`src/rtl/ram_fifo_ctrl.sv`:
```
// ---------------------------------------------------------------------------
// ram_fifo_ctrl
//   FIFO controller for an external single-write / single-read RAM with a
//   1-cycle read latency. Upstream words are written straight into the RAM.
//   Reads are prefetched into a 2-entry output buffer, so the downstream
//   stream can pop one word per cycle. Capacity is 2**ADDR_WIDTH + 2 words.
//
//   Optional feature macro: RAM_FIFO_AFULL_EN
//     defined   -> registered almost_full output, AFULL_MARGIN parameter
//     undefined -> neither the port nor the parameter exists
//
// Ports
//   clk, rst_n            clock, asynchronous active-low reset
//   in_valid/in_ready/in_data     upstream valid/ready stream
//   out_valid/out_ready/out_data  downstream valid/ready stream (head word)
//   ram_wr_en/addr/data   RAM write port
//   ram_rd_en/addr        RAM read port, ram_rd_data returns one cycle later
//   level                 words held: RAM + in-flight read + output buffer
//   almost_full           free slots <= AFULL_MARGIN (macro builds only)
// ---------------------------------------------------------------------------
module ram_fifo_ctrl #(
  parameter int DATA_WIDTH = 32,
  parameter int ADDR_WIDTH = 9
`ifdef RAM_FIFO_AFULL_EN
  ,
  parameter int AFULL_MARGIN = 4
`endif
) (
  input  logic                  clk,
  input  logic                  rst_n,
  input  logic                  in_valid,
  output logic                  in_ready,
  input  logic [DATA_WIDTH-1:0] in_data,
  output logic                  out_valid,
  input  logic                  out_ready,
  output logic [DATA_WIDTH-1:0] out_data,
  output logic                  ram_wr_en,
  output logic [ADDR_WIDTH-1:0] ram_wr_addr,
  output logic [DATA_WIDTH-1:0] ram_wr_data,
  output logic                  ram_rd_en,
  output logic [ADDR_WIDTH-1:0] ram_rd_addr,
  input  logic [DATA_WIDTH-1:0] ram_rd_data,
  output logic [ADDR_WIDTH+1:0] level
`ifdef RAM_FIFO_AFULL_EN
  ,
  output logic                  almost_full
`endif
);

  localparam int NUM_SLOTS = 2;
  localparam logic [ADDR_WIDTH:0] RAM_DEPTH = {1'b1, {ADDR_WIDTH{1'b0}}};

  // registered state
  logic [ADDR_WIDTH-1:0] wr_ptr_q, wr_ptr_d;
  logic [ADDR_WIDTH-1:0] rd_ptr_q, rd_ptr_d;
  logic [ADDR_WIDTH:0]   ram_cnt_q, ram_cnt_d;
  logic                  rd_pend_q, rd_pend_d;
  logic [1:0]            buf_cnt_q, buf_cnt_d;
  logic                  in_ready_q, in_ready_d;
  logic [NUM_SLOTS-1:0][DATA_WIDTH-1:0] buf_q, buf_d;

  // combinational helpers
  logic                  push;
  logic                  pop;
  logic                  rd_issue;
  logic [2:0]            occ_after;
  logic [1:0]            slot;
  logic [NUM_SLOTS-1:0][DATA_WIDTH-1:0] shifted;

  // Buffer contents after a pop: every slot takes its upper neighbour, the
  // top slot keeps its (now stale) value.
  genvar gi;
  generate
    for (gi = 0; gi < NUM_SLOTS; gi++) begin : g_slot
      if (gi < NUM_SLOTS - 1) begin : g_shift
        assign shifted[gi] = buf_q[gi+1];
      end else begin : g_top
        assign shifted[gi] = buf_q[gi];
      end
    end
  endgenerate

  always_comb begin
    push = in_valid & in_ready_q;
    pop  = (buf_cnt_q != 2'd0) & out_ready;

    // Buffer slots that remain claimed once this cycle's pop is taken:
    // already-held words plus the read in flight.
    occ_after = {1'b0, buf_cnt_q} + {2'b00, rd_pend_q} - {2'b00, pop};

    // Only committed words (registered ram_cnt) are read, so a read can
    // never target the address being written in the same cycle.
    rd_issue = (ram_cnt_q != '0) && (occ_after < 3'd2);

    ram_cnt_d  = ram_cnt_q + {{ADDR_WIDTH{1'b0}}, push} - {{ADDR_WIDTH{1'b0}}, rd_issue};
    wr_ptr_d   = wr_ptr_q + {{(ADDR_WIDTH-1){1'b0}}, push};
    rd_ptr_d   = rd_ptr_q + {{(ADDR_WIDTH-1){1'b0}}, rd_issue};
    rd_pend_d  = rd_issue;
    in_ready_d = (ram_cnt_d != RAM_DEPTH);

    // Returning read data lands just behind whatever survives the pop.
    slot      = buf_cnt_q - {1'b0, pop};
    buf_cnt_d = slot + {1'b0, rd_pend_q};
    for (int i = 0; i < NUM_SLOTS; i++) begin
      buf_d[i] = pop ? shifted[i] : buf_q[i];
      if (rd_pend_q && (slot == i[1:0])) begin
        buf_d[i] = ram_rd_data;
      end
    end
  end

  always_ff @(posedge clk or negedge rst_n) begin
    if (!rst_n) begin
      wr_ptr_q   <= '0;
      rd_ptr_q   <= '0;
      ram_cnt_q  <= '0;
      rd_pend_q  <= 1'b0;
      buf_cnt_q  <= 2'd0;
      in_ready_q <= 1'b0;
      buf_q      <= '0;
    end else begin
      wr_ptr_q   <= wr_ptr_d;
      rd_ptr_q   <= rd_ptr_d;
      ram_cnt_q  <= ram_cnt_d;
      rd_pend_q  <= rd_pend_d;
      buf_cnt_q  <= buf_cnt_d;
      in_ready_q <= in_ready_d;
      buf_q      <= buf_d;
    end
  end

`ifdef RAM_FIFO_AFULL_EN
  localparam int CAPACITY = (1 << ADDR_WIDTH) + NUM_SLOTS;
  localparam logic [ADDR_WIDTH+1:0] AFULL_LEVEL = (ADDR_WIDTH+2)'(CAPACITY - AFULL_MARGIN);

  logic [ADDR_WIDTH+1:0] level_d;
  logic                  almost_full_q, almost_full_d;

  // Registered from next-state occupancy so the flag lines up with level.
  always_comb begin
    level_d = {1'b0, ram_cnt_d} + {{(ADDR_WIDTH+1){1'b0}}, rd_pend_d}
            + {{ADDR_WIDTH{1'b0}}, buf_cnt_d};
    almost_full_d = (level_d >= AFULL_LEVEL);
  end

  always_ff @(posedge clk or negedge rst_n) begin
    if (!rst_n) begin
      almost_full_q <= 1'b0;
    end else begin
      almost_full_q <= almost_full_d;
    end
  end

  assign almost_full = almost_full_q;
`endif

  assign in_ready    = in_ready_q;
  assign out_valid   = (buf_cnt_q != 2'd0);
  assign out_data    = buf_q[0];
  assign ram_wr_en   = push;
  assign ram_wr_addr = wr_ptr_q;
  assign ram_wr_data = in_data;
  assign ram_rd_en   = rd_issue;
  assign ram_rd_addr = rd_ptr_q;
  assign level       = {1'b0, ram_cnt_q} + {{(ADDR_WIDTH+1){1'b0}}, rd_pend_q}
                     + {{ADDR_WIDTH{1'b0}}, buf_cnt_q};

endmodule
```
`config.mk`:
```
export PLATFORM = sky130hd
export DESIGN_NAME = ram_fifo_ctrl
export DESIGN_NICKNAME = d
export VERILOG_FILES = /design/src/rtl/ram_fifo_ctrl.sv
export SDC_FILE = /design/constraint.sdc
export NUM_CORES = 1
export LEC_CHECK = 0
export ABC_CLOCK_PERIOD_IN_PS = 5600
export CAP_MARGIN = 30
export CORE_MARGIN = 4
export CORE_UTILIZATION = 47
export CTS_BUF_LIST = sky130_fd_sc_hd__clkbuf_2 sky130_fd_sc_hd__clkbuf_4 sky130_fd_sc_hd__clkbuf_8
export DETAILED_ROUTE_END_ITERATION = 10
export PLACE_DENSITY_LB_ADDON = 0.2
export SYNTH_ARGS = -nofsm -noshare
export SYNTH_HDL_FRONTEND = slang
export SYNTH_SLANG_ARGS = --single-unit
```
`constraint.sdc`:
```
create_clock -name clk -period 5.6 [get_ports clk]
set_input_delay 1.68 -clock clk [delete_from_list [all_inputs] [get_ports clk]]
set_output_delay 1.68 -clock clk [all_outputs]
set_load 0.01 [all_outputs]
```
## After elaboration in Yosys (flattened, before gate mapping)

Index checks and enable logic that the tools add are counted.

| cells by class | value |
|---|---|
| bitwise operators | 2 |
| reduce and logical (&&, ||, !) cells | 7 |
| $lt $le $gt $ge | 1 |
| eq/ne operators | 2 |
| add/sub/neg operators | 10 |
| muxes and demuxes | 2 |

Operators with widths:

| cell | count |
|---|---|
| $mux 32 | 2 |
| $add 9x1->9 | 2 |
| $add 10x1->11 | 1 |
| $add 11x2->11 | 1 |
| $add 10x1->10 | 1 |
| $ne 10x10->1 const B | 1 |
| $reduce_bool 10->1 | 1 |
| $sub 10x1->10 | 1 |
| $reduce_bool 2->1 | 2 |
| $add 2x1->3 | 1 |
| $logic_and 1x1->1 | 3 |
| $lt 3x2->1 const B | 1 |
| $sub 3x1->3 | 1 |
| $add 2x1->2 | 1 |
| $and 1x1->1 | 2 |
| $eq 2x1->1 const B | 1 |
| $logic_not 2->1 | 1 |
| $sub 2x1->2 | 1 |

| word-level totals | value |
|---|---|
| input bits | 68 |
| register bits | 96 |
| word-level logic and storage cells | 32 |

## Depth between registers and ports, before layout

Gate-level depths: netlist of the first run.

| depth | value |
|---|---|
| depth after elaboration | 7 |
| mapped depth | 23 |
| gate-level depth less buffers | 22 |

## Least setup slack after synthesis of the first run

No wires, ideal clock.

| timing | value |
|---|---|
| kind | input to register |
| from | input out_ready |
| to | register in_ready_q, in the netlist in_ready |
| slack | -0.680 ns |
| stages on the path | 21 |
| data arrival time | 6.142 ns |
| buffers on the path | 1 |
| required time | 5.462 ns |
| setup time | 0.138 ns |
| cell sequence | nand2_1 buf_1 inv_1 ha_1 inv_1 nand2_1 fa_1 xnor2_1 nand2_1 a31oi_1 ha_1 inv_1 ha_1 inv_1 fa_1 nor2b_1 nor2_1 o21ba_2 xnor2_1 or4_1 or4b_1 |

| between the ends | value |
|---|---|
| longest elaborated chain between the ends | 6 |

Ends and longest elaborated chain:

| element | line | text |
|---|---|---|
| start: declaration | 35 | `input logic out_ready,` |
| $and 1x1->1 | 85 | `pop = (buf_cnt_q != 2'd0) & out_ready;` |
| $sub 3x1->3 | 89 | `occ_after = {1'b0, buf_cnt_q} + {2'b00, rd_pend_q} - {2'b00, pop};` |
| $lt 3x2->1 | 93 | `rd_issue = (ram_cnt_q != '0) && (occ_after < 3'd2);` |
| $logic_and 1x1->1 | 93 |  |
| named net ram_rd_en | 40 | `output logic ram_rd_en,` |
| $sub 10x1->10 | 95 | `ram_cnt_d = ram_cnt_q + {{ADDR_WIDTH{1'b0}}, push} - {{ADDR_WIDTH{1'b0}}, rd_issue};` |
| named net ram_cnt_d[4] | 56 | `logic [ADDR_WIDTH:0] ram_cnt_q, ram_cnt_d;` |
| $ne 10x10->1 | 99 | `in_ready_d = (ram_cnt_d != RAM_DEPTH);` |
| named net in_ready_d | 59 | `logic in_ready_q, in_ready_d;` |
| end signal: assignment | 127 | `in_ready_q <= in_ready_d;` |
| end: declaration | 59 |  |

The timed path passes the listed nets, and every way through them passes these cells.
A chain may end at the register's enable or synchronous reset.

## Final worst setup path of the first run

| timing | value |
|---|---|
| from | input out_ready |
| to | register in_ready_q, in the netlist in_ready |

| between the ends | value |
|---|---|
| longest elaborated chain between the ends | 6 |

Ends and longest elaborated chain:

| element | line |
|---|---|
| $and 1x1->1 | 85 |
| $sub 3x1->3 | 89 |
| $lt 3x2->1 | 93 |
| $logic_and 1x1->1 | 93 |
| $sub 10x1->10 | 95 |
| named net ram_cnt_d[1] | 56 |
| $ne 10x10->1 | 99 |
| named net in_ready_d | 59 |

The timed path passes the listed nets, and every way through them passes these cells.

==> reports/results.txt, run 1 <==
Clk_lat worst skew: 0.36 ns
CP top delay family: adder cells
Die Y: 112 um
Worst path slowest cell: fa_2
Clock slew at reported path FFs: 0.10 ns
Final Hold Viols: 0
Simple-Gate Fraction of Synth Area: 0.0723
Post-Synthesis Cells: 449
End of the critical path: in_ready
DR pass1 iterations: 4
Yosys warnings: 0
Launch point of the critical path: out_ready
Synth Cell Area: 5050 um2
Cells along the critical path: dlygate4sd2_1 > nand2_4 > inv_2 > ha_4 > inv_2 > nand2_1 > fa_2 > nand2_1 > a31oi_4 > ha_1 > inv_1 > ha_2 > inv_1 > fa_2 > inv_1 > or4_1 > or4_1 > or4b_1
WL met3: 543 um
Vias/cell: 4.94
Combinational family with the most area after synthesis: multiplexers
#FFs+latches synth: 96
Die area: 12500 um2
Post-CTS Setup Bufs: 0
Via count: 3139
IO buf count: 100
Lkg Pwr: 0.00269 uW
F_max: 187 MHz
Max stage delay on crit path: 0.53 ns
Buf+Inv Stages, Crit Path: 6
Synth Area in Adders: 0.0876
CTS Sinks: 96
Unrepaired setup endpoints after global routing: no
Inserted Clock Buffers: 9
Worst Path Arrival: 5.58 ns
First-pass GRT wire length: 16.4 mm
Worst setup SP type: input pin
Share of post-route cells with drive strength above 1: 0.150
Sequential element share of the synthesized area: 0.475
Final Core Density: 0.577
Number of global-route vias before repair: 3339
Average cell area after synthesis: 11.3 um2
TritonCTS clock tree: yes
Crit. path cell count: 18
Reg2Reg Depth: 19
Met1 WL: 4.34 mm
Root Buffer: clkbuf_8
H-tree Lvls: 3
Hold buffers post-CTS: 0
Total track usage: 0.159
Die span in x: 112 um
R2r startpoint: buf_cnt_q[1]
Unique masters post-synth: 34
# diodes: 0
Worst hold path class: reg2reg
Flop2flop setup slack: 1.05 ns
Area grow syn2layout: 19.0%
Overall routed net length: 9.46 mm
Synth Area in Compound Gates: 0.0527
Total grt overflow: 0
Initial Utilization: 0.485
Fin Clk Skew: 0.0186 ns
Post-Synth XOR/XNOR Area: 0.0555
Relative slew slack: 0.556
Row cnt: 37
Wire length on met2: 4.45 mm
Crit Path Class: in2reg
CP most frequent cell: inv_1
Period Utilization, post-route: 0.957
Post-synthesis mux area share: 0.135
Worst-Margin Slew: 0.665 ns
Fin. max-slew vios: 0
Max-cap violations: 0
Routed Antenna Nets: 0
Outcome: finished, final reports clean
Pwr Density: 628 nW/um2
Initial drt markers: 149
Top layer in use: met4
Nets@finish: 596
Max clock buf depth: 2
Worst r2r dst: in_ready
Mapped Nets: 550
Top-level port count: 165
CP required: 5.82 ns
Pre-CTS setup slack: -0.411 ns
Placer Congestion: 0.778
HPWL Detailed: 6.87 mm
Total core area: 10400 um2
Final worst-path setup slack: 0.239 ns
Fillers: 890
CP Max Fanout: 2
Drt wl/cell: 14.9 um
Worst VDD drop: 0.000500 V
Drc violations: 0
Total power: 3780 uW
Count of final setup violators: 0
Final min period: 5.36 ns
Pin count of the biggest net entering global routing: 65
Antenna violations before repair: 0
Critical path endpoint category: register
-- kinds of logic (layout without fill, tap and decap cells) --
family                   after synthesis  in the layout
adder cells (fa/ha/maj)               33             33
XOR/XNOR                              32             32
buffers and inverters                100            151
AND/OR/NAND/NOR                       78             78
AO/OA/AOI/OAI                         46             46
multiplexers                          64             64
flip-flops                            96             96
-- stage by stage --
| step | hold WS (ns) | setup TNS (ns) | area (um2) | std cells |
|---|---|---|---|---|
| floorplan | 0.480 | 0 | 5110 | 449 |
| global placement | 0.458 | -0.511 | 5830 | 620 |
| detailed placement | 0.465 | -0.556 | 5830 | 620 |
| CTS | 0.483 | 0 | 6010 | 636 |
| global route | 0.514 | 0 | 6010 | 636 |
| finish | 0.478 | 0 | 6010 | 636 |
-- state kept, by name, summed over array words and instances (netlist names) --
register     cells
ram_cnt_q       10
rd_pend_q        1
in_ready         1
ram_wr_addr      9
ram_rd_addr      9
buf_cnt_q        2
buf_q           32
out_data        32
-- report_power, final --
group          switching (uW)  internal, uW  total [uW]
combinational             953          1130        2080
sequential                233          1040        1270
clock                     252           170         422
total                    1440          2340        3780
-- timing repair --
action,in CTS,in global routing
resized for setup,2,0
setup endpoints to repair,2,0
endpoints found under the hold margin,0,0
-- worst min-delay path by stage --
stage | start | endpoint | slack [ns] | cells after the start
3_5_place_dp | ram_wr_addr[8] | ram_wr_addr[8] | 0.47 | 1
2_1_floorplan | buf_q[59] | buf_q[59] | 0.48 | 1
4_1_cts | ram_wr_addr[8] | ram_wr_addr[8] | 0.48 | 1
6_report | ram_wr_addr[8] | ram_wr_addr[8] | 0.48 | 1
5_1_grt | ram_wr_addr[8] | ram_wr_addr[8] | 0.51 | 1
3_3_place_gp | ram_wr_addr[8] | ram_wr_addr[8] | 0.46 | 1
-- cell usage after synthesis --
library cell,instances,share of area
a211oi_2,1,0.0025
a21o_1,2,0.0030
a21oi_1,4,0.0040
a311o_1,1,0.0020
a31oi_1,2,0.0025
and2_1,3,0.0037
and3_1,4,0.0050
and4_1,1,0.0017
buf_1,3,0.0022
buf_4,64,0.095
clkbuf_1,9,0.0067
dfrtp_1,96,0.48
fa_1,4,0.016
ha_1,29,0.072
inv_1,24,0.018
mux2_2,32,0.071
mux2i_1,32,0.063
nand2_1,43,0.032
nand3_1,3,0.0030
nand3b_1,1,0.0015
nand4_1,7,0.0087
nor2_1,7,0.0052
nor2_2,1,0.0012
nor2b_1,1,0.0012
nor3_1,3,0.0030
o211ai_1,1,0.0015
o21ai_0,32,0.032
o21ba_2,2,0.0040
o41ai_1,1,0.0017
or2_2,1,0.0012
or4_1,2,0.0030
or4b_1,1,0.0020
xnor2_1,25,0.043
xor2_1,7,0.012
-- final cells by class --
type                            count  area, um2  area share
Sequential cell                    96       2400       0.399
Tap cell                          136        170      0.0283
Inverter                           24       90.1      0.0150
Clock inverter                      7       60.1     0.00999
Clock buffer                        9        124      0.0206
Timing Repair Buffer              111       1080       0.179
Multi-Input combinational cell    253       2090       0.347
-- layout by cell type (no fill, tap or decap), types with 4 or more instances in the layout --
cell type | Yosys | final
buf_4 | 64 | 12
mux2i_1 | 32 | 32
clkbuf_8 | 0 | 9
mux2_2 | 32 | 32
nand2_1 | 43 | 42
xor2_1 | 7 | 7
nand4_1 | 7 | 7
and3_1 | 4 | 4
inv_1 | 24 | 22
clkdlybuf4s50_1 | 0 | 97
a21oi_1 | 4 | 4
dfrtp_1 | 96 | 96
o21ai_0 | 32 | 32
xnor2_1 | 25 | 25
ha_1 | 29 | 27
nor2_1 | 7 | 7
-- routing by layer --
| metal | vias up | track usage |
|---|---|---|
| met3 | 12 | 0.0457 |
| met5 | - | 0 |
| li1 | 1527 | - |
| met4 | 0 | 0.0438 |
| met2 | 97 | 0.247 |
| met1 | 1503 | 0.218 |
Note: power is estimated with default switching activity, not from simulation.
==> run 2, diff against run 1 <==
Settings changed: PLACE_DENSITY from default to 0.84, PLACE_DENSITY_LB_ADDON 0.2 to default.
==> reports/results.txt, run 2 (synthesized netlist as in run 1, its figures left out) <==
Cells along the critical path: dlygate4sd2_1 > nand2_4 > inv_2 > ha_4 > inv_2 > nand2_1 > fa_2 > nand2_1 > a31oi_4 > ha_4 > inv_1 > ha_2 > inv_1 > fa_2 > inv_1 > or4_1 > or4_4 > or4b_1
Overall routed net length: 10.1 mm
Non-Filler Instances: 637
H-tree Lvls: 3
Worst VDD drop: 0.000510 V
Initial drt markers: 132
Pwr Density: 649 nW/um2
Row cnt: 37
Worst-Margin Slew: 0.782 ns
CP required: 5.80 ns
HPWL Detailed: 7.26 mm
Lkg Pwr: 0.00273 uW
Fin Clk Skew: 0.0171 ns
Worst hold path class: reg2reg
Via count: 3228
Routed Antenna Nets: 0
Final Core Density: 0.584
F_max: 183 MHz
TritonCTS clock tree: yes
First-pass GRT wire length: 16.9 mm
Critical path endpoint category: register
Nets@finish: 597
Share of post-route cells with drive strength above 1: 0.156
Final min period: 5.48 ns
Final Cell Area: 6090 um2
Fin. max-slew vios: 0
Clock slew at reported path FFs: 0.09 ns
Number of global-route vias before repair: 3448
Vias/cell: 5.07
DR pass1 iterations: 4
Pin count of the biggest net entering global routing: 66
Drt wl/cell: 15.8 um
CP top delay family: simple AND/OR/NAND/NOR gates
Final Hold Viols: 0
Commonest cells after routing, fill and taps aside: clkdlybuf4s50_1, dfrtp_1, nand2_1
Hold buffers post-CTS: 0
Max-cap violations: 0
Outcome: finished, final reports clean
Relative slew slack: 0.479
Count of final setup violators: 0
Placed cell area: 5830 um2
Initial Utilization: 0.485
Worst setup SP type: input pin
Total power: 3950 uW
Buf+Inv Stages, Crit Path: 6
Die Y: 112 um
CP most frequent cell: inv_1
Total track usage: 0.164
Die area: 12500 um2
Top-level port count: 165
Max clock buf depth: 2
Die span in x: 112 um
Fillers: 858
Placer Congestion: 0.810
CTS Sinks: 96
Inserted Clock Buffers: 9
# diodes: 0
Unrepaired setup endpoints after global routing: no
CP Max Fanout: 2
Total core area: 10400 um2
Worst Path Arrival: 5.68 ns
Commonest non-fill, non-tap cell in the layout: clkdlybuf4s50_1
Root Buffer: clkbuf_8
Period Utilization, post-route: 0.978
Total negative slack: 0 ns
Total grt overflow: 0
Placed cell count: 620
IO buf count: 100
Crit Path Class: in2reg
Max stage delay on crit path: 0.53 ns
Antenna violations before repair: 0
Drc violations: 0
Worst path slowest cell: or4_1
Area grow syn2layout: 20.5%
Clk_lat worst skew: 0.35 ns
-- run 2: what timing repair did --
item                                    CTS  global route
buffers inserted                          1             0
endpoints found under the setup margin    2             0
gates resized for setup                   4             0
-- run 2: metrics by stage --
stage / hold slack (ns) / setup slack [ns]
2_1_floorplan: 0.480 / 0.00142
3_3_place_gp: 0.460 / -0.336
3_5_place_dp: 0.470 / -0.466
4_1_cts: 0.488 / 0.172
5_1_grt: 0.506 / 0.000933
6_report: 0.487 / 0.121
-- run 2: path summary, 6_finish.rpt --
check                                from             end  slack [ns]  depth (start not counted)
max in group asynchronous           rst_n    ram_cnt_q[6]        3.27                          2
max                             out_ready        in_ready        0.12                         18
min                        ram_rd_addr[8]  ram_rd_addr[8]        0.49                          1
max reg2reg                  buf_cnt_q[1]        in_ready        0.95                         19
min in group asynchronous           rst_n    out_data[19]        1.40                          1
min reg2reg                ram_rd_addr[8]  ram_rd_addr[8]        0.49                          1
-- run 2: layout make-up --
cell class | instances | area, um2 | share of cell area
flip-flops and latches | 96 | 2400 | 0.395
clock inverters | 5 | 88.8 | 0.0146
multi-input cells | 253 | 2100 | 0.346
well taps | 136 | 170 | 0.0280
inverters | 24 | 90.1 | 0.0148
clock buffers | 11 | 145 | 0.0238
repair buffers | 112 | 1090 | 0.178
-- run 2: where the power goes --
part / total (uW) / leakage (uW) / internal [uW] / switching (uW)
clock network: 511 / 0.000119 / 274 / 237
logic: 2160 / 0.00144 / 1160 / 1010
registers: 1280 / 0.00117 / 1040 / 237
-- run 2: routing by layer --
metal  share of wire  up-vias  GRT usage
met4           0.013        0     0.0462
met3           0.052       26     0.0348
met5               0        -          0
met2            0.49       85      0.273
li1                -     1529          -
met1            0.44     1588      0.217
